File: config.mk
export PLATFORM = sky130hd
export DESIGN_NAME = spi_tx_fifo_flat
export DESIGN_NICKNAME = d
export VERILOG_FILES = /design/src/rtl/spi_pkg.sv /design/src/rtl/spi_tx_fifo_if.sv /design/src/rtl/spi_fifo_mem.sv /design/src/rtl/spi_tx_fifo.sv /design/src/flat_wrapper.sv
export SDC_FILE = /design/constraint.sdc
export NUM_CORES = 1
export LEC_CHECK = 0
export BUFFER_PORTS_ARGS = -buffer_cell sky130_fd_sc_hd__buf_2
export CAP_MARGIN = 20
export CORE_MARGIN = 2
export CORE_UTILIZATION = 60
export DETAILED_ROUTE_END_ITERATION = 7
export PLACE_DENSITY = 0.78
export REMOVE_ABC_BUFFERS = 1
export SYNTH_ARGS = -nofsm -noshare
export SYNTH_HDL_FRONTEND = slang
export SYNTH_SLANG_ARGS = --single-unit
export TNS_END_PERCENT = 1
File: constraint.sdc
create_clock -name clock -period 3.8 [get_ports clock]
set_clock_uncertainty 0.05 [all_clocks]
set_input_delay 0.76 -clock clock [delete_from_list [all_inputs] [get_ports clock]]
set_output_delay 0.76 -clock clock [all_outputs]
set_load 0.01 [all_outputs]
File: src/rtl/spi_pkg.sv
// Shared SPI definitions: FIFO sizing defaults plus the mode and chip-select
// encodings used by the transmitter.
package spi_pkg;

   localparam int WORD_W_DEF = 32;
   localparam int DEPTH_DEF  = 16;
   localparam int ADDR_W_DEF = 4;

   typedef enum logic [1:0] {
      SPI_MODE0 = 2'b00,
      SPI_MODE1 = 2'b01,
      SPI_MODE2 = 2'b10,
      SPI_MODE3 = 2'b11
   } spi_mode_e;

   typedef enum logic [1:0] {
      SPI_CS_NONE = 2'b11,
      SPI_CS_DEV0 = 2'b10,
      SPI_CS_DEV1 = 2'b01
   } spi_cs_e;

endpackage

File: src/rtl/spi_tx_fifo_if.sv
// Host/transmitter-side bundle of the SPI TX FIFO; master drives strobes,
// slave (the FIFO) drives data and status.
interface spi_tx_fifo_if #(
   parameter int WORD_W = 32,
   parameter int ADDR_W = 4
);
   logic              wr_en;
   logic [WORD_W-1:0] wr_data;
   logic              rd_req;
   logic [WORD_W-1:0] rd_data;
   logic              empty;
   logic              full;
   logic [ADDR_W:0]   level;
   logic              flush;
   logic              clear_err;
   logic              overflow;
   logic              underflow;

   modport master (
      output wr_en, wr_data, rd_req, flush, clear_err,
      input  rd_data, empty, full, level, overflow, underflow
   );

   modport slave (
      input  wr_en, wr_data, rd_req, flush, clear_err,
      output rd_data, empty, full, level, overflow, underflow
   );
endinterface

File: src/rtl/spi_fifo_mem.sv
// 1-write/1-read register array with a registered read port; shared by the
// TX and RX FIFOs. Only the read register is reset, never the storage.
module spi_fifo_mem #(
   parameter int WORD_W = 32,
   parameter int DEPTH  = 16,
   parameter int ADDR_W = 4
) (
   input  logic              clock,
   input  logic              reset,
   input  logic              wr_en,
   input  logic [ADDR_W-1:0] wr_addr,
   input  logic [WORD_W-1:0] wr_data,
   input  logic              rd_en,
   input  logic [ADDR_W-1:0] rd_addr,
   output logic [WORD_W-1:0] rd_data
);

   logic [WORD_W-1:0] mem [DEPTH];

   always_ff @(posedge clock) begin
      if (wr_en)
         mem[wr_addr] <= wr_data;
   end

   // Read register holds between reads so the shifter sees a stable word.
   always_ff @(posedge clock) begin
      if (reset)
         rd_data <= '0;
      else if (rd_en)
         rd_data <= mem[rd_addr];
   end

endmodule

File: src/rtl/spi_tx_fifo.sv
// Circular-buffer TX FIFO feeding the SPI transmitter: pointer/level control
// and sticky error flags around a spi_fifo_mem storage array.
module spi_tx_fifo
   import spi_pkg::*;
#(
   parameter int WORD_W = WORD_W_DEF,
   parameter int DEPTH  = DEPTH_DEF,
   parameter int ADDR_W = ADDR_W_DEF
) (
   input logic           clock,
   input logic           reset,
   spi_tx_fifo_if.slave  bus
);

   localparam logic [ADDR_W:0] FULL_LEVEL = (ADDR_W+1)'(DEPTH);

   logic [ADDR_W-1:0] wr_ptr;
   logic [ADDR_W-1:0] rd_ptr;
   logic [ADDR_W:0]   level_q;
   logic              overflow_q;
   logic              underflow_q;
   logic              is_empty;
   logic              is_full;
   logic              pop_ok;
   logic              push_ok;
   logic              overflow_evt;
   logic              underflow_evt;

   assign is_empty = (level_q == '0);
   assign is_full  = (level_q == FULL_LEVEL);

   // A pop frees a slot in the same cycle, so a full FIFO can still take a push.
   assign pop_ok        = bus.rd_req && !is_empty && !bus.flush;
   assign push_ok       = bus.wr_en && (!is_full || pop_ok) && !bus.flush;
   assign overflow_evt  = bus.wr_en && !push_ok && !bus.flush;
   assign underflow_evt = bus.rd_req && is_empty && !bus.flush;

   // Pointer and occupancy bookkeeping; flush empties without touching rd_data.
   always_ff @(posedge clock) begin
      if (reset || bus.flush) begin
         wr_ptr  <= '0;
         rd_ptr  <= '0;
         level_q <= '0;
      end else begin
         if (push_ok)
            wr_ptr <= wr_ptr + 1'b1;
         if (pop_ok)
            rd_ptr <= rd_ptr + 1'b1;
         case ({push_ok, pop_ok})
            2'b10:   level_q <= level_q + 1'b1;
            2'b01:   level_q <= level_q - 1'b1;
            default: level_q <= level_q;
         endcase
      end
   end

   // Sticky errors: a fresh event outranks clear_err in the same cycle.
   always_ff @(posedge clock) begin
      if (reset) begin
         overflow_q  <= 1'b0;
         underflow_q <= 1'b0;
      end else begin
         if (overflow_evt)
            overflow_q <= 1'b1;
         else if (bus.clear_err)
            overflow_q <= 1'b0;
         if (underflow_evt)
            underflow_q <= 1'b1;
         else if (bus.clear_err)
            underflow_q <= 1'b0;
      end
   end

   spi_fifo_mem #(
      .WORD_W (WORD_W),
      .DEPTH  (DEPTH),
      .ADDR_W (ADDR_W)
   ) u_mem (
      .clock   (clock),
      .reset   (reset),
      .wr_en   (push_ok && !reset),
      .wr_addr (wr_ptr),
      .wr_data (bus.wr_data),
      .rd_en   (pop_ok),
      .rd_addr (rd_ptr),
      .rd_data (bus.rd_data)
   );

   assign bus.empty     = is_empty;
   assign bus.full      = is_full;
   assign bus.level     = level_q;
   assign bus.overflow  = overflow_q;
   assign bus.underflow = underflow_q;

endmodule
File: src/flat_wrapper.sv
// flat-port wrapper written by rule: the top's interface ports become plain ports
module spi_tx_fifo_flat import spi_pkg::*;
#(
   parameter int WORD_W = WORD_W_DEF,
   parameter int DEPTH  = DEPTH_DEF,
   parameter int ADDR_W = ADDR_W_DEF
)
  (clock, reset, bus_wr_en, bus_wr_data, bus_rd_req, bus_flush, bus_clear_err, bus_rd_data, bus_empty, bus_full, bus_level, bus_overflow, bus_underflow);
  spi_tx_fifo_if #(.WORD_W(WORD_W), .ADDR_W(ADDR_W)) bus_i ();
  input logic clock;
  input logic reset;
  input wire logic [$bits(bus_i.wr_en)-1:0] bus_wr_en;
  input wire logic [$bits(bus_i.wr_data)-1:0] bus_wr_data;
  input wire logic [$bits(bus_i.rd_req)-1:0] bus_rd_req;
  input wire logic [$bits(bus_i.flush)-1:0] bus_flush;
  input wire logic [$bits(bus_i.clear_err)-1:0] bus_clear_err;
  output wire logic [$bits(bus_i.rd_data)-1:0] bus_rd_data;
  output wire logic [$bits(bus_i.empty)-1:0] bus_empty;
  output wire logic [$bits(bus_i.full)-1:0] bus_full;
  output wire logic [$bits(bus_i.level)-1:0] bus_level;
  output wire logic [$bits(bus_i.overflow)-1:0] bus_overflow;
  output wire logic [$bits(bus_i.underflow)-1:0] bus_underflow;
  assign bus_i.wr_en = bus_wr_en;
  assign bus_i.wr_data = bus_wr_data;
  assign bus_i.rd_req = bus_rd_req;
  assign bus_i.flush = bus_flush;
  assign bus_i.clear_err = bus_clear_err;
  assign bus_rd_data = bus_i.rd_data;
  assign bus_empty = bus_i.empty;
  assign bus_full = bus_i.full;
  assign bus_level = bus_i.level;
  assign bus_overflow = bus_i.overflow;
  assign bus_underflow = bus_i.underflow;
  spi_tx_fifo #(.WORD_W(WORD_W), .DEPTH(DEPTH), .ADDR_W(ADDR_W)) u_core (.clock(clock), .reset(reset), .bus(bus_i));
endmodule
==> Word level (Yosys, flattened, before mapping) <==
Memories as Yosys holds them, arrays and structs flattened. A register that Yosys moved wholly into a read port is not among the register bits.
Cells that the tools add are included.
{ "totals": {"register_bits": 15, "n_memories": 1, "input_bits": 38, "word_cells": 39, "ramBits": 512, "output_inout_bits": 41} }
{ "op_classes": {"add_sub_neg": 4, "n_eq_ne": 3, "muxes": 6, "reduce_logical": 20} }
{ "memory_table": {"columns": ["name", "depth", "width", "rd", "rd_ports_with_merged_regs", "wr", "line", "rtl"], "rows": [
  ["u_core.u_mem.mem", 16, 32, 1, 1, 1, "spi_fifo_mem.sv:18", "logic [WORD_W-1:0] mem [DEPTH];"]
]} }
{ "ops": {"columns": ["op", "n"], "rows": [
  ["case mux 5 bit (2 select lines)", 1],
  ["logical AND 1 bit", 9],
  ["adder 4 x 1 -> 4 bit, second input constant", 2],
  ["nonzero test 2 bit", 3],
  ["adder 5 x 1 -> 5 bit, second input constant", 1],
  ["equality test 5 bit, second input constant", 1],
  ["zero test 1 bit", 5],
  ["zero test 5 bit", 1],
  ["2-to-1 mux 1 bit", 5],
  ["subtractor 5 x 1 -> 5 bit, second input constant", 1],
  ["equality test 2 x 1 -> 1 bit, second input constant", 1],
  ["equality test 2 bit, second input constant", 1],
  ["logical OR 1 bit", 2]
]} }

==> Logic depth before layout (Yosys ltp) <==
Gate-level depths: netlist of run 1.
{ "depth": {"ltp_word": 11, "depth_mapped": 11, "depth_no_buf": 11} }

==> Modules after synthesis <==
A second synthesis of run 1 with hierarchy kept.
{ "hier_totals": {"cells_unflattened": 1302, "hier_area_um2": 21768.4} }
{ "modules_own_cells": {"columns": ["module", "seq_area_each_um2", "instances", "cells_each", "area_per_inst_um2"], "rows": [
  ["spi_fifo_mem", 16015.4, 1, 1216, 20948.8],
  ["spi_tx_fifo", 300.3, 1, 86, 819.5]
]} }

==> Worst setup path before layout of run 1 <==
OpenSTA, ideal clock, no wires.
{ "synth_timing": {"path_kind": "input to register", "startpoint": "input port bus_flush", "endpoint": "memory u_core.u_mem.mem[3][0], enable pin", "n_path_buf": 0, "stages": 4, "slack_ns": 0.506, "arrival_ns": 2.823, "t_required_ns": 3.329, "path_cell_list": "nand2b_1 a31oi_2 nand2_1 nor2_1"} }
{ "synth_between": {"elab_chain_len": 8} }
{ "synth_rtl": {"columns": ["element", "line", "rtl"], "rows": [
  ["start, declared", "flat_wrapper.sv:15", "input wire logic [$bits(bus_i.flush)-1:0] bus_flush;"],
  ["zero test 1 bit *", "spi_tx_fifo.sv:33, spi_tx_fifo.sv:34", null],
  ["logical AND 1 bit", "spi_tx_fifo.sv:33", "assign pop_ok = bus.rd_req && !is_empty && !bus.flush;"],
  ["logical OR 1 bit", "spi_tx_fifo.sv:34", "assign push_ok = bus.wr_en && (!is_full || pop_ok) && !bus.flush;"],
  ["logical AND 1 bit", "spi_tx_fifo.sv:34", null],
  ["logical AND 1 bit *", "spi_tx_fifo.sv:34", null],
  ["logical AND 1 bit *", "spi_tx_fifo.sv:81", ".wr_en (push_ok && !reset),"],
  ["2-to-1 mux 1 bit *", "spi_fifo_mem.sv:21", "if (wr_en)"],
  ["2-to-1 mux 1 bit (implied by the code) *", "spi_fifo_mem.sv:22", "mem[wr_addr] <= wr_data;"],
  ["end, declared", "spi_fifo_mem.sv:18", null]
]} }
Every way passes the cells marked *; elsewhere a longest branch is shown, timed or not.

==> Final worst setup path of run 1 <==
{ "layout_timing": {"startpoint": "register u_core.level_q[0], in the netlist u_core.bus.level[0]", "endpoint": "register u_core.level_q[4], in the netlist u_core.bus.level[4]"} }
{ "layout_between": {"elab_chain_len": 9} }
{ "layout_rtl": {"columns": ["element", "line", "rtl"], "rows": [
  ["start, declared", "spi_tx_fifo.sv:19", "logic [ADDR_W:0] level_q;"],
  ["start signal, assigned", "spi_tx_fifo.sv:50", "2'b10: level_q <= level_q + 1'b1;"],
  ["start signal, assigned", "spi_tx_fifo.sv:51", "2'b01: level_q <= level_q - 1'b1;"],
  ["start signal, assigned", "spi_tx_fifo.sv:52", "default: level_q <= level_q;"],
  ["zero test 5 bit", "spi_tx_fifo.sv:29", "assign is_empty = (level_q == '0);"],
  ["zero test 1 bit", "spi_tx_fifo.sv:33", null],
  ["logical AND 1 bit (2 in a row)", "spi_tx_fifo.sv:33", null],
  ["logical OR 1 bit", "spi_tx_fifo.sv:34", null],
  ["logical AND 1 bit (2 in a row)", "spi_tx_fifo.sv:34", null],
  ["equality test 2 x 1 -> 1 bit or equality test 2 bit (tied branches)", "spi_tx_fifo.sv:49", "case ({push_ok, pop_ok})"],
  ["case mux 5 bit (2 select lines) or nonzero test 2 bit (tied branches)", null, null]
]} }
Parallel ways exist; a longest one is shown, timed or not.
A chain may end at the register's enable or synchronous reset.

==> summary.md, run 1 <==
| Metric | Value |
|---|---|
| Synth Area in XOR/XNOR | 0.330% |
| Clk slew on worst S/H paths | 60 ps |
| Post-CTS Resized | 0 |
| Total setup buffers inserted after CTS | 0 |
| Crit path max fanout | 5 |
| Routed Wire Length | 47.4 mm |
| H-tree depth | 2 |
| Worst hold-check path type | in2reg |
| Vias in the first global route | 11.0k |
| Post-synth top area share | 72.4% |
| Final min period | 2800 ps |
| Fillers | 2150 |
| RSZ-0062 raised after global routing | false |
| CTS tree | built |
| Largest family of logic cells by synthesized area | multiplexers |
| Final setup vio count | 0 |
| Critical path class | reg2reg |
| Die Footprint | 36900 um2 |
| Placer Congestion | 0.815 |
| Adder-cell share of the synthesized area | 0.625% |
| Power Total | 12.0 mW |
| DIE WIDTH | 192 um |
| Design area | 24100 um2 |
| Sequential area share after synthesis | 76.8% |
| Most common flop cell mapped by yosys | edfxtp_1 |
| Initial antenna violation count | 3 |
| Core area | 34700 um2 |
| Dpl ws | 860 ps |
| Cell Area, Placed | 22400 um2 |
| Syn Inst Count | 1123 |
| Post-synth EDFFs | 512 |
| Cell row count | 68 |
| NumNets Final | 1285 |
| Drt wl/cell | 27.3 um |
| Flip-flop and latch count after synthesis | 559 |
| Biggest area consumer among synthesized cells | edfxtp_1 |
| Clock root cell | clkbuf_16 |
| Routed Antenna Nets | 0 |
| Mux cell area share after synthesis | 12.8% |
| Finished Core Util | 69.4% |
| CP Data Required Time | 4260 ps |
| Worst skew pair latency | 590 ps |
| Worst EP arrival | 3260 ps |
| Largest net degree at the start of global routing | 69 |
| Ranking of synthesized cells by area | edfxtp_1 (72%), mux2i_1 (6.6%), mux4_2 (6.3%) |
| Post-route DRC | 0 |
| Final setup TNS | 0 ps |
| Tightest Pin Transition | 820 ps |
| FF+latch area | 16300 um2 |
| Post-synthesis simple-gate area fraction | 2.69% |
| VDD IR-drop max | 0.396 mV |
| Multi-input gate area | 4680 um2 |
| Mapped Avg Cell Area | 18.9 um2 |
| GR Overflow Total | 0 |
| Slew HR | 43.9% |
| Final hold violation count | 0 |
| CTS max path bufs | 3 |
| Top-count cell post-synth | edfxtp_1 |
| Share of layout cells above drive strength 1 | 22.3% |
| P_leak | 7.38 nW |
| Initial Util | 61.2% |
| Hold buffer count at cts | 0 |
| Max Slew Vio Count | 0 |
| Via count | 11.0k |
| I/O Buffers | 78 |
| Post-synthesis async set-or-reset flop share | 0% |
| Top cells by count, synth | edfxtp_1 (512), mux2i_1 (139), nor2_1 (91) |
| PD cells | 500 nW/um2 |
| Global-route wire length before repair | 70.0 mm |
| First DRT Iteration DRCs | 1195 |
| Post-synthesis compound-gate area fraction | 4.91% |
| DP Wirelength | 28.9 mm |
| Fmax | 0.357 GHz |
| Setup ws final | 998 ps |
| CP Launch Type | flop |
| GRT Resource Usage Total | 26.5% |
| Mapped Area | 21200 um2 |
| Pre-antenna DRT Iters | 6 |
| Final period utilization | 73.7% |
| Area grow syn2layout | 13.5% |
| Synth warn | 0 |
| Clock Sinks | 559 |
| Die Ht | 192 um |
| CTS buffer count | 52 |
| Crit. End Element | flop |
| Vias per inst | 6.36 |
| Max cap viols | 0 |
| I/O pins | 79 |
| Yosys cell types | 44 |
| Status | complete, no violations |
-- worst max-delay path, cell delays in order (launching register included) --
cell and delay (ps):
dfxtp_1 370, nor4_4 480, a31oi_2 170, inv_1 80, ha_1 250, inv_1 100, fa_1 390, nor2b_1 150
o21ai_0 110, nor4b_1 160, or3_1 310, a21oi_1 120
-- cells by family after synthesis --
kind of cell	Yosys count
AO/OA/AOI/OAI	147
XOR/XNOR	8
adder cells (fa/ha/maj)	10
buffers and inverters	74
flip-flops	559
multiplexers	198
AND/OR/NAND/NOR	127
-- worst paths after layout --
path	start	slack, ps	cells after the start	to
max	u_core.bus.level[0]$_SDFFE_PP0P_	1000	11	u_core.bus.level[4]$_SDFFE_PP0P_
min	bus_clear_err	420	3	u_core.bus.underflow$_SDFFE_PP0P_
max reg2reg	u_core.bus.level[0]$_SDFFE_PP0P_	1000	11	u_core.bus.level[4]$_SDFFE_PP0P_
min reg2reg	u_core.bus.underflow$_SDFFE_PP0P_	420	2	u_core.bus.underflow$_SDFFE_PP0P_
-- cells in the final DEF (no fill, tap or decap), types with 3 or more instances in the layout --
| cell | synthesis | final |
|---|---|---|
| edfxtp_1 | 512 | 512 |
| mux2i_1 | 139 | 139 |
| buf_2 | 28 | 78 |
| nor2_1 | 91 | 75 |
| o22ai_1 | 69 | 69 |
| mux4_2 | 59 | 59 |
| clkbuf_16 | 0 | 52 |
| dfxtp_1 | 47 | 45 |
| buf_4 | 6 | 38 |
| a22oi_1 | 27 | 27 |
| a311oi_1 | 27 | 27 |
| clkbuf_1 | 18 | 18 |
| nor2_4 | 0 | 16 |
| inv_1 | 11 | 11 |
| nand2_1 | 9 | 9 |
| ha_1 | 9 | 9 |
| clkbuf_8 | 0 | 9 |
| clkinv_2 | 0 | 8 |
| a21oi_1 | 7 | 7 |
| buf_12 | 0 | 7 |
| a211oi_1 | 6 | 6 |
| xor2_1 | 5 | 5 |
| a2111oi_0 | 5 | 5 |
| nand2b_1 | 4 | 4 |
| nand3b_1 | 4 | 4 |
| or3_1 | 3 | 3 |
| nor2b_2 | 1 | 3 |
| xnor2_1 | 3 | 3 |
| bufinv_16 | 0 | 3 |
| clkinv_1 | 0 | 3 |
-- final cells by class --
type	count	area share, %
flip-flops and latches	559	67.7
clock inverters	17	0.722
repair buffers	123	3.39
multi-input cells	490	19.4
diodes	1	0.0104
clock buffers	79	6.20
well taps	455	2.36
inverters	11	0.171
-- metrics by stage --
step | cells | hold slack [ps]
floorplan | 1060 | 437
global placement | 1638 | 416
detailed placement | 1638 | 421
CTS | 1734 | 393
global route | 1734 | 412
finish | 1735 | 416
-- state kept, by name, summed over array words and instances (netlist names) --
register / flops
u_core.bus.level: 5
u_core.bus.underflow: 1
u_core.bus.overflow: 1
u_core.u_mem.mem: 512
u_core.wr_ptr: 4
u_core.u_mem.rd_data: 32
u_core.rd_ptr: 4
-- per-layer routing --
metal	track usage [%]	share of wire, %	vias up
li1	-	-	4780
met4	9.89	3.4	2
met2	42.2	49	537
met1	37.2	39	5608
met3	5.02	9.0	101
met5	0	0.011	-
-- report_power, final --
| part | total, mW | internal [mW] | switching (mW) | leakage (nW) |
|---|---|---|---|---|
| registers | 6.74 | 6.73 | 0.0111 | 4.99 |
| logic | 0.240 | 0.0572 | 0.182 | 1.57 |
| clock network | 5.06 | 2.91 | 2.15 | 0.817 |
No activity file was read; power rests on OpenSTA's default activity.
==> run 2: changes to the inputs <==
--- a/config.mk
+++ b/config.mk
@@ -8,9 +8,9 @@
 export BUFFER_PORTS_ARGS = -buffer_cell sky130_fd_sc_hd__buf_2
 export CAP_MARGIN = 20
 export CORE_MARGIN = 2
-export CORE_UTILIZATION = 60
+export CORE_UTILIZATION = 55
 export DETAILED_ROUTE_END_ITERATION = 7
-export PLACE_DENSITY = 0.78
+export PLACE_DENSITY = 0.75
 export REMOVE_ABC_BUFFERS = 1
 export SYNTH_ARGS = -nofsm -noshare
 export SYNTH_HDL_FRONTEND = slang
==> constraint.sdc (replaced) <==
create_clock -name clock -period 2.4 [get_ports clock]
set_clock_uncertainty 0.05 [all_clocks]
set_input_delay 0.48 -clock clock [delete_from_list [all_inputs] [get_ports clock]]
set_output_delay 0.48 -clock clock [all_outputs]
set_load 0.01 [all_outputs]
==> run 2 against run 1 <==
The flow now finishes with violations (setup timing). Count of clock-buffer cells in the layout is 5 lower. Combinational power grew 51%. Cell area grew 3.4%. Sequential share of layout area shrank 2.2 points. Cell count rose by 6.1%. Critical path type unchanged. Critical endpoint unchanged. Largest power group unchanged.
==> summary.md, run 2 (synthesis results as in run 1) <==
| Metric | Value |
|---|---|
| Vias per inst | 6.11 (-3.9%) |
| Worst EP arrival | 2940 ps (-320 ps) |
| Crit path max fanout | 4 (-1) |
| Hold_ws | 99.5 ps (-317 ps) |
| Most flop-heavy register | u_core.u_mem.mem |
| CP Launch Type | flop |
| Hold buffer count at cts | 0 (unchanged) |
| Routed Wire Length | 46.8 mm (-1.3%) |
| Global-route wire length before repair | 69.6 mm (-0.66%) |
| Reg2Reg Depth | 11 (unchanged) |
| Power Total | 19.3 mW (+60%) |
| GRT Resource Usage Total | 23.4% (-3.1 points) |
| Initial Util | 56.1% (-5.1 points) |
| Max Slew Vio Count | 0 (unchanged) |
| DIE WIDTH | 200 um (+4.4%) |
| Critical path class | reg2reg |
| CTS tree | built |
| Multi-input gate area | 4740 um2 (+1.4%) |
| Cell Area, Placed | 23000 um2 (+2.7%) |
| Tightest Pin Transition | 969 ps (+149 ps) |
| Routed Antenna Nets | 0 (unchanged) |
| Post-route DRC | 0 (unchanged) |
| PD cells | 774 nW/um2 (+55%) |
| Most common cell after layout, fill and taps aside | edfxtp_1 |
| Initial antenna violation count | 1 (-2) |
| Clock root cell | clkbuf_16 |
| Placer Congestion | 0.785 (-3.6%) |
| Fmax | 0.408 GHz (+14%) |
| CP Data Required Time | 2890 ps (-1370 ps) |
| Status | complete, but fails checks |
| Vias in the first global route | 11.4k (+3.2%) |
| Failing checks | setup timing |
| Largest register FFs | 512 (unchanged) |
| Max cap viols | 0 (unchanged) |
| Reg-to-Reg Start | u_core.bus.level[0]$_SDFFE_PP0P_ |
| VDD IR-drop max | 0.646 mV (+63%) |
| Final setup vio count | 2 (+2) |
| Die Ht | 200 um (+4.4%) |
| Final min period | 2450 ps (-354 ps) |
| Final hold violation count | 0 (unchanged) |
| Crit. Startpoint | u_core.bus.level[0]$_SDFFE_PP0P_ |
| Setup ws final | -48.2 ps (-1050 ps) |
| Worst r2r dst | u_core.bus.level[4]$_SDFFE_PP0P_ |
| Clock Sinks | 559 (unchanged) |
| Clk slew on worst S/H paths | 60 ps (about the same) |
| First DRT Iteration DRCs | 963 (-19%) |
| Finished Core Util | 65.8% (-3.6 points) |
| Area grow syn2layout | 17.3% |
| RSZ-0062 raised after global routing | true |
| Slew HR | 35.4% (-8.5 points) |
| Crit. End Element | flop |
| Cell row count | 71 (+4.4%) |
| Routed met2 length | 23.0 mm (about the same) |
| Fillers | 2515 (+17%) |
| Design area | 24900 um2 (+3.4%) |
| WL met3 | 3.68 mm (-14%) |
| DP Wirelength | 26.7 mm (-7.7%) |
| Die Footprint | 40200 um2 (+8.9%) |
| Worst skew pair latency | 610 ps (+20 ps) |
| Final period utilization | 102% (+28 points) |
| I/O Buffers | 78 (unchanged) |
| H-tree depth | 2 (unchanged) |
| I/O pins | 79 (unchanged) |
| Worst reg2reg setup slack | -50 ps (-1050 ps) |
| Pre-antenna DRT Iters | 5 (-1) |
| NumNets Final | 1330 (+3.5%) |
| CTS max path bufs | 3 (unchanged) |
| Drt wl/cell | 25.4 um (-6.9%) |
| Via count | 11.2k (+1.9%) |
| CP Capture Point | u_core.bus.level[4]$_SDFFE_PP0P_ |
| Worst hold-check path type | in2reg |
| Top Layer Used | met5 |
| P_leak | 7.70 nW (+4.3%) |
| FF+latch area | 16300 um2 (about the same) |
| Met1 wire length | 19.2 mm (+3.8%) |
| Largest net degree at the start of global routing | 69 (unchanged) |
| Share of layout cells above drive strength 1 | 26.3% (+4.0 points) |
| CTS buffer count | 54 (+3.8%) |
| Core area | 37800 um2 (+9.0%) |
| GR Overflow Total | 0 (unchanged) |
| Most frequent cells in the layout | edfxtp_1 (512), mux2i_1 (139), buf_2 (76) |
[run 2: cell count changes in the layout (fill, tap and decap cells not counted), sizes merged]
cell      change
inv           +2
clkinv        +7
clkbuf        -5
clkinvlp      +2
buf          +43
[run 2: worst min-delay path by stage]
stage | from | endpoint | depth (start not counted)
after floorplan | u_core.bus.underflow$_SDFFE_PP0P_ | u_core.bus.underflow$_SDFFE_PP0P_ | 2
after global placement | u_core.bus.underflow$_SDFFE_PP0P_ | u_core.bus.underflow$_SDFFE_PP0P_ | 2
after detailed placement | u_core.bus.underflow$_SDFFE_PP0P_ | u_core.bus.underflow$_SDFFE_PP0P_ | 2
after CTS | bus_clear_err | u_core.bus.underflow$_SDFFE_PP0P_ | 3
after global routing | bus_clear_err | u_core.bus.overflow$_SDFFE_PP0P_ | 3
final | bus_clear_err | u_core.bus.underflow$_SDFFE_PP0P_ | 3
[run 2: area by class of cell]
class | count | area share (%)
Sequential cell | 559 | 65.6
Multi-Input combinational cell | 490 | 19.0
Clock buffer | 74 | 5.97
Timing Repair Buffer | 166 | 5.74
Tap cell | 511 | 2.57
Clock inverter | 28 | 0.955
Inverter | 11 | 0.166
Antenna cell | 1 | 0.0100
[run 2: where the power goes]
| part | internal (mW) | total [mW] | switching (mW) |
|---|---|---|---|
| clock network | 4.68 | 8.24 | 3.56 |
| registers | 10.6 | 10.7 | 0.0160 |
| logic | 0.114 | 0.363 | 0.249 |
| total | 15.4 | 19.3 | 3.82 |
[run 2: layer usage]
metal	GRT usage, %	up-vias
li1	-	4878
met1	32.7	5819
met2	37.9	469
met3	5.11	67
met4	6.32	2
met5	0	-
[run 2: critical path, stage by stage, from the launching register on]
cell and delay, ps:
dfxtp_2 330, nor4_4 330, a31oi_2 150, inv_2 90
ha_4 160, inv_2 50, fa_2 360, nor2b_4 160
o21ai_2 80, nor4b_2 160, or3_1 320, a21oi_2 120
[run 2: metrics by stage]
step	setup TNS (ps)	instances	worst slack, ps
6_report	-71.3	1840	-48.2
3_5_place_dp	-406	1730	-244
3_3_place_gp	-213	1730	-181
2_1_floorplan	-482490	1060	-5300
5_1_grt	-404	1839	-177
4_1_cts	-16.4	1838	-11.1
[run 2: timing repair]
action	in CTS	in global routing
hold endpoints to repair	0	0
setup endpoints to repair	3	7
setup buffers	6	1
resized for setup	10	16
pin swaps	2	2
==> run 3: changes to the inputs <==
--- a/config.mk
+++ b/config.mk
@@ -5,12 +5,13 @@
 export SDC_FILE = /design/constraint.sdc
 export NUM_CORES = 1
 export LEC_CHECK = 0
+export ABC_CLOCK_PERIOD_IN_PS = 2300
 export BUFFER_PORTS_ARGS = -buffer_cell sky130_fd_sc_hd__buf_2
 export CAP_MARGIN = 20
 export CORE_MARGIN = 2
-export CORE_UTILIZATION = 55
+export CORE_UTILIZATION = 60
 export DETAILED_ROUTE_END_ITERATION = 7
-export PLACE_DENSITY = 0.75
+export PLACE_DENSITY = 0.78
 export REMOVE_ABC_BUFFERS = 1
 export SYNTH_ARGS = -nofsm -noshare
 export SYNTH_HDL_FRONTEND = slang
==> constraint.sdc (replaced) <==
create_clock -name clock -period 2.3 [get_ports clock]
set_clock_uncertainty 0.05 [all_clocks]
set_input_delay 0.46 -clock clock [delete_from_list [all_inputs] [get_ports clock]]
set_output_delay 0.46 -clock clock [all_outputs]
set_load 0.01 [all_outputs]
==> run 3 against run 2 <==
The run still ends with setup timing left. Cell area increased by 0.23%. Clock power increased by 6.7%. Wire length increased by 0.92%. Maximum frequency increased by 2.7%. Hold slack improved by 10 ps. Global-route usage increased by 2.7 points. Setup slack got worse by 35 ps. Sequential share of layout area decreased by 0.15 points. Critical path depth unchanged. Via count increased by 0.96%. Critical endpoint unchanged. Largest cell class unchanged. Highest routed layer unchanged.
==> summary.md, run 3 (synthesis results as in run 1) <==
| Metric | Value |
|---|---|
| P_leak | 7.70 nW (about the same) |
| Failing checks | setup timing |
| Slew HR | 40.5% (+5.1 points) |
| CP Capture Point | u_core.bus.level[4]$_SDFFE_PP0P_ |
| CP Launch Type | flop |
| Multi-input gate area | 4760 um2 (+0.50%) |
| FF+latch area | 16300 um2 (about the same) |
| Via count | 11.3k (+0.96%) |
| Initial Util | 61.2% (+5.1 points) |
| Post-route DRC | 0 (unchanged) |
| Tightest Pin Transition | 893 ps (-75.8 ps) |
| NumNets Final | 1323 (-0.53%) |
| Largest net degree at the start of global routing | 79 (+14%) |
| Initial antenna violation count | 3 (+2) |
| Clock root cell | clkbuf_16 |
| Pre-antenna DRT Iters | 5 (unchanged) |
| Vias per inst | 6.39 (+4.7%) |
| PD cells | 813 nW/um2 (+5.1%) |
| Routed Wire Length | 47.2 mm (+0.92%) |
| Cell row count | 68 (-4.2%) |
| First DRT Iteration DRCs | 1258 (+31%) |
| DP Wirelength | 26.6 mm (-0.22%) |
| Design area | 25000 um2 (+0.23%) |
| Worst path buffer plus inverter count | 3 (+1) |
| Largest register FFs | 512 (unchanged) |
| GRT Resource Usage Total | 26.1% (+2.7 points) |
| Most flop-heavy register | u_core.u_mem.mem |
| GR Overflow Total | 0 (unchanged) |
| Fmax | 0.420 GHz (+2.7%) |
| Clock Sinks | 559 (unchanged) |
| Final hold violation count | 0 (unchanged) |
| Clk slew on worst S/H paths | 60 ps (about the same) |
| VDD IR-drop max | 0.660 mV (+2.2%) |
| Final min period | 2380 ps (-64.6 ps) |
| Worst EP arrival | 2860 ps (-80 ps) |
| Reg2Reg Depth | 11 (unchanged) |
| Crit path max fanout | 3 (-1) |
| WP depth | 11 (unchanged) |
| CP max stage cell | dfxtp_2 |
| Most frequent cells in the layout | edfxtp_1 (512), mux2i_1 (139), buf_2 (77) |
| Placer Congestion | 0.756 (-3.8%) |
| Worst r2r dst | u_core.bus.level[4]$_SDFFE_PP0P_ |
| CTS max path bufs | 3 (unchanged) |
| H-tree depth | 2 (unchanged) |
| I/O pins | 79 (unchanged) |
| Worst hold-check path type | in2reg |
| Share of layout cells above drive strength 1 | 25.9% (-0.35 points) |
| Max Slew Vio Count | 0 (unchanged) |
| DIE WIDTH | 192 um (-4.2%) |
| Vias in the first global route | 11.4k (+0.16%) |
| Max incr delay on CP | 330 ps (-30 ps) |
| Die Footprint | 36900 um2 (-8.2%) |
| CP Data Required Time | 2770 ps (-120 ps) |
| Global-route wire length before repair | 69.2 mm (-0.51%) |
| RSZ-0062 raised after global routing | true |
| Crit-path cells | nor4_4 -> buf_4 -> a21oi_4 -> ha_4 -> buf_4 -> buf_6 -> ha_4 -> o21ai_2 -> nor4b_4 -> or3_1 -> a21oi_1 |
| Max cap viols | 0 (unchanged) |
| Reg-to-Reg Start | u_core.bus.level[0]$_SDFFE_PP0P_ |
| Status | complete, but fails checks |
| Critical path class | reg2reg |
| Placed cells | 1671 (-3.4%) |
| HP Start | bus_clear_err |
| Top cell family by delay on the critical path | simple AND/OR/NAND/NOR gates |
| Crit. End Element | flop |
| Drt wl/cell | 26.6 um (+4.6%) |
| Final period utilization | 104% (+1.6 points) |
| Most common cell after layout, fill and taps aside | edfxtp_1 |
| Die Ht | 192 um (-4.2%) |
| Cell Area, Placed | 23000 um2 (about the same) |
| Setup ws final | -83.6 ps (-35.4 ps) |
| Routed Antenna Nets | 0 (unchanged) |
| Hold_ws | 110 ps (+10.3 ps) |
| I/O Buffers | 78 (unchanged) |
| Post-Layout Cell Count | 1775 (-3.5%) |
| Fillers | 2042 (-19%) |
| Area grow syn2layout | 17.6% |
| Final setup vio count | 2 (unchanged) |
| CTS buffer count | 53 (-1.9%) |
| Crit. Startpoint | u_core.bus.level[0]$_SDFFE_PP0P_ |
| Worst skew pair latency | 590 ps (-20 ps) |
| Worst reg2reg setup slack | -80 ps (-40 ps) |
| Core area | 34700 um2 (-8.3%) |
| CTS tree | built |
[run 3: cell types whose count changed in the layout (fill, tap and decap cells not counted), moves of 2 or more]
cell,before,now
ha_4,1,4
clkbuf_1,15,12
bufinv_16,3,6
ha_1,8,5
buf_12,29,37
inv_2,3,1
clkinvlp_4,3,5
clkinv_1,9,7
buf_4,58,43
[run 3: cell type report]
cell class              instances  area share (%)
clock inverters                29            1.24
clock buffers                  70            5.86
flip-flops and latches        559            65.4
well taps                     455            2.28
multi-input cells             490            19.1
diodes                          1          0.0100
repair buffers                160            5.94
inverters                      11           0.175
[run 3: power by group]
part | internal [mW] | leakage [nW] | switching, mW | total (mW)
Sequential | 11.1 | 4.99 | 0.0175 | 11.1
Combinational | 0.115 | 1.85 | 0.259 | 0.374
Clock | 5.15 | 0.854 | 3.64 | 8.79
[run 3: worst min-delay path: stages]
cell and delay [ps]:
buf_2 90, nand2b_1 90, a21oi_1 60
[run 3: worst min-delay path by stage]
stage	endpoint	slack, ps	cells after the start
floorplan	u_core.bus.underflow$_SDFFE_PP0P_	440	2
finish	u_core.bus.underflow$_SDFFE_PP0P_	110	3
CTS	u_core.bus.underflow$_SDFFE_PP0P_	80	3
detailed placement	u_core.bus.underflow$_SDFFE_PP0P_	410	2
global route	u_core.bus.overflow$_SDFFE_PP0P_	110	3
global placement	u_core.bus.underflow$_SDFFE_PP0P_	410	2
[run 3: metal layers]
layer / track usage [%] / vias to the layer above / routed length (um)
met5: 0 / - / 7
li1: - / 4868 / -
met4: 9.34 / 2 / 1340
met1: 36.3 / 5848 / 18600
met2: 41.2 / 524 / 23000
met3: 5.74 / 101 / 4320
[run 3: stage by stage]
stage	worst slack, ps	power, mW	utilization, %	TNS (ps)
detailed placement	-334	11.7	66.4	-488
global route	-225	20.8	71.9	-422
global placement	-213	11.7	66.4	-290
floorplan	-5400	11.5	-	-528270
CTS	-50.7	20.4	71.8	-50.7
finish	-83.6	20.3	71.9	-91.8
[run 3: repair_timing]
action                     4_1_cts  5_1_grt
setup buffers                    4        0
setup endpoints to repair        2        5
hold buffers                     0        0
resized for setup               12       12
pin swaps                        8        3
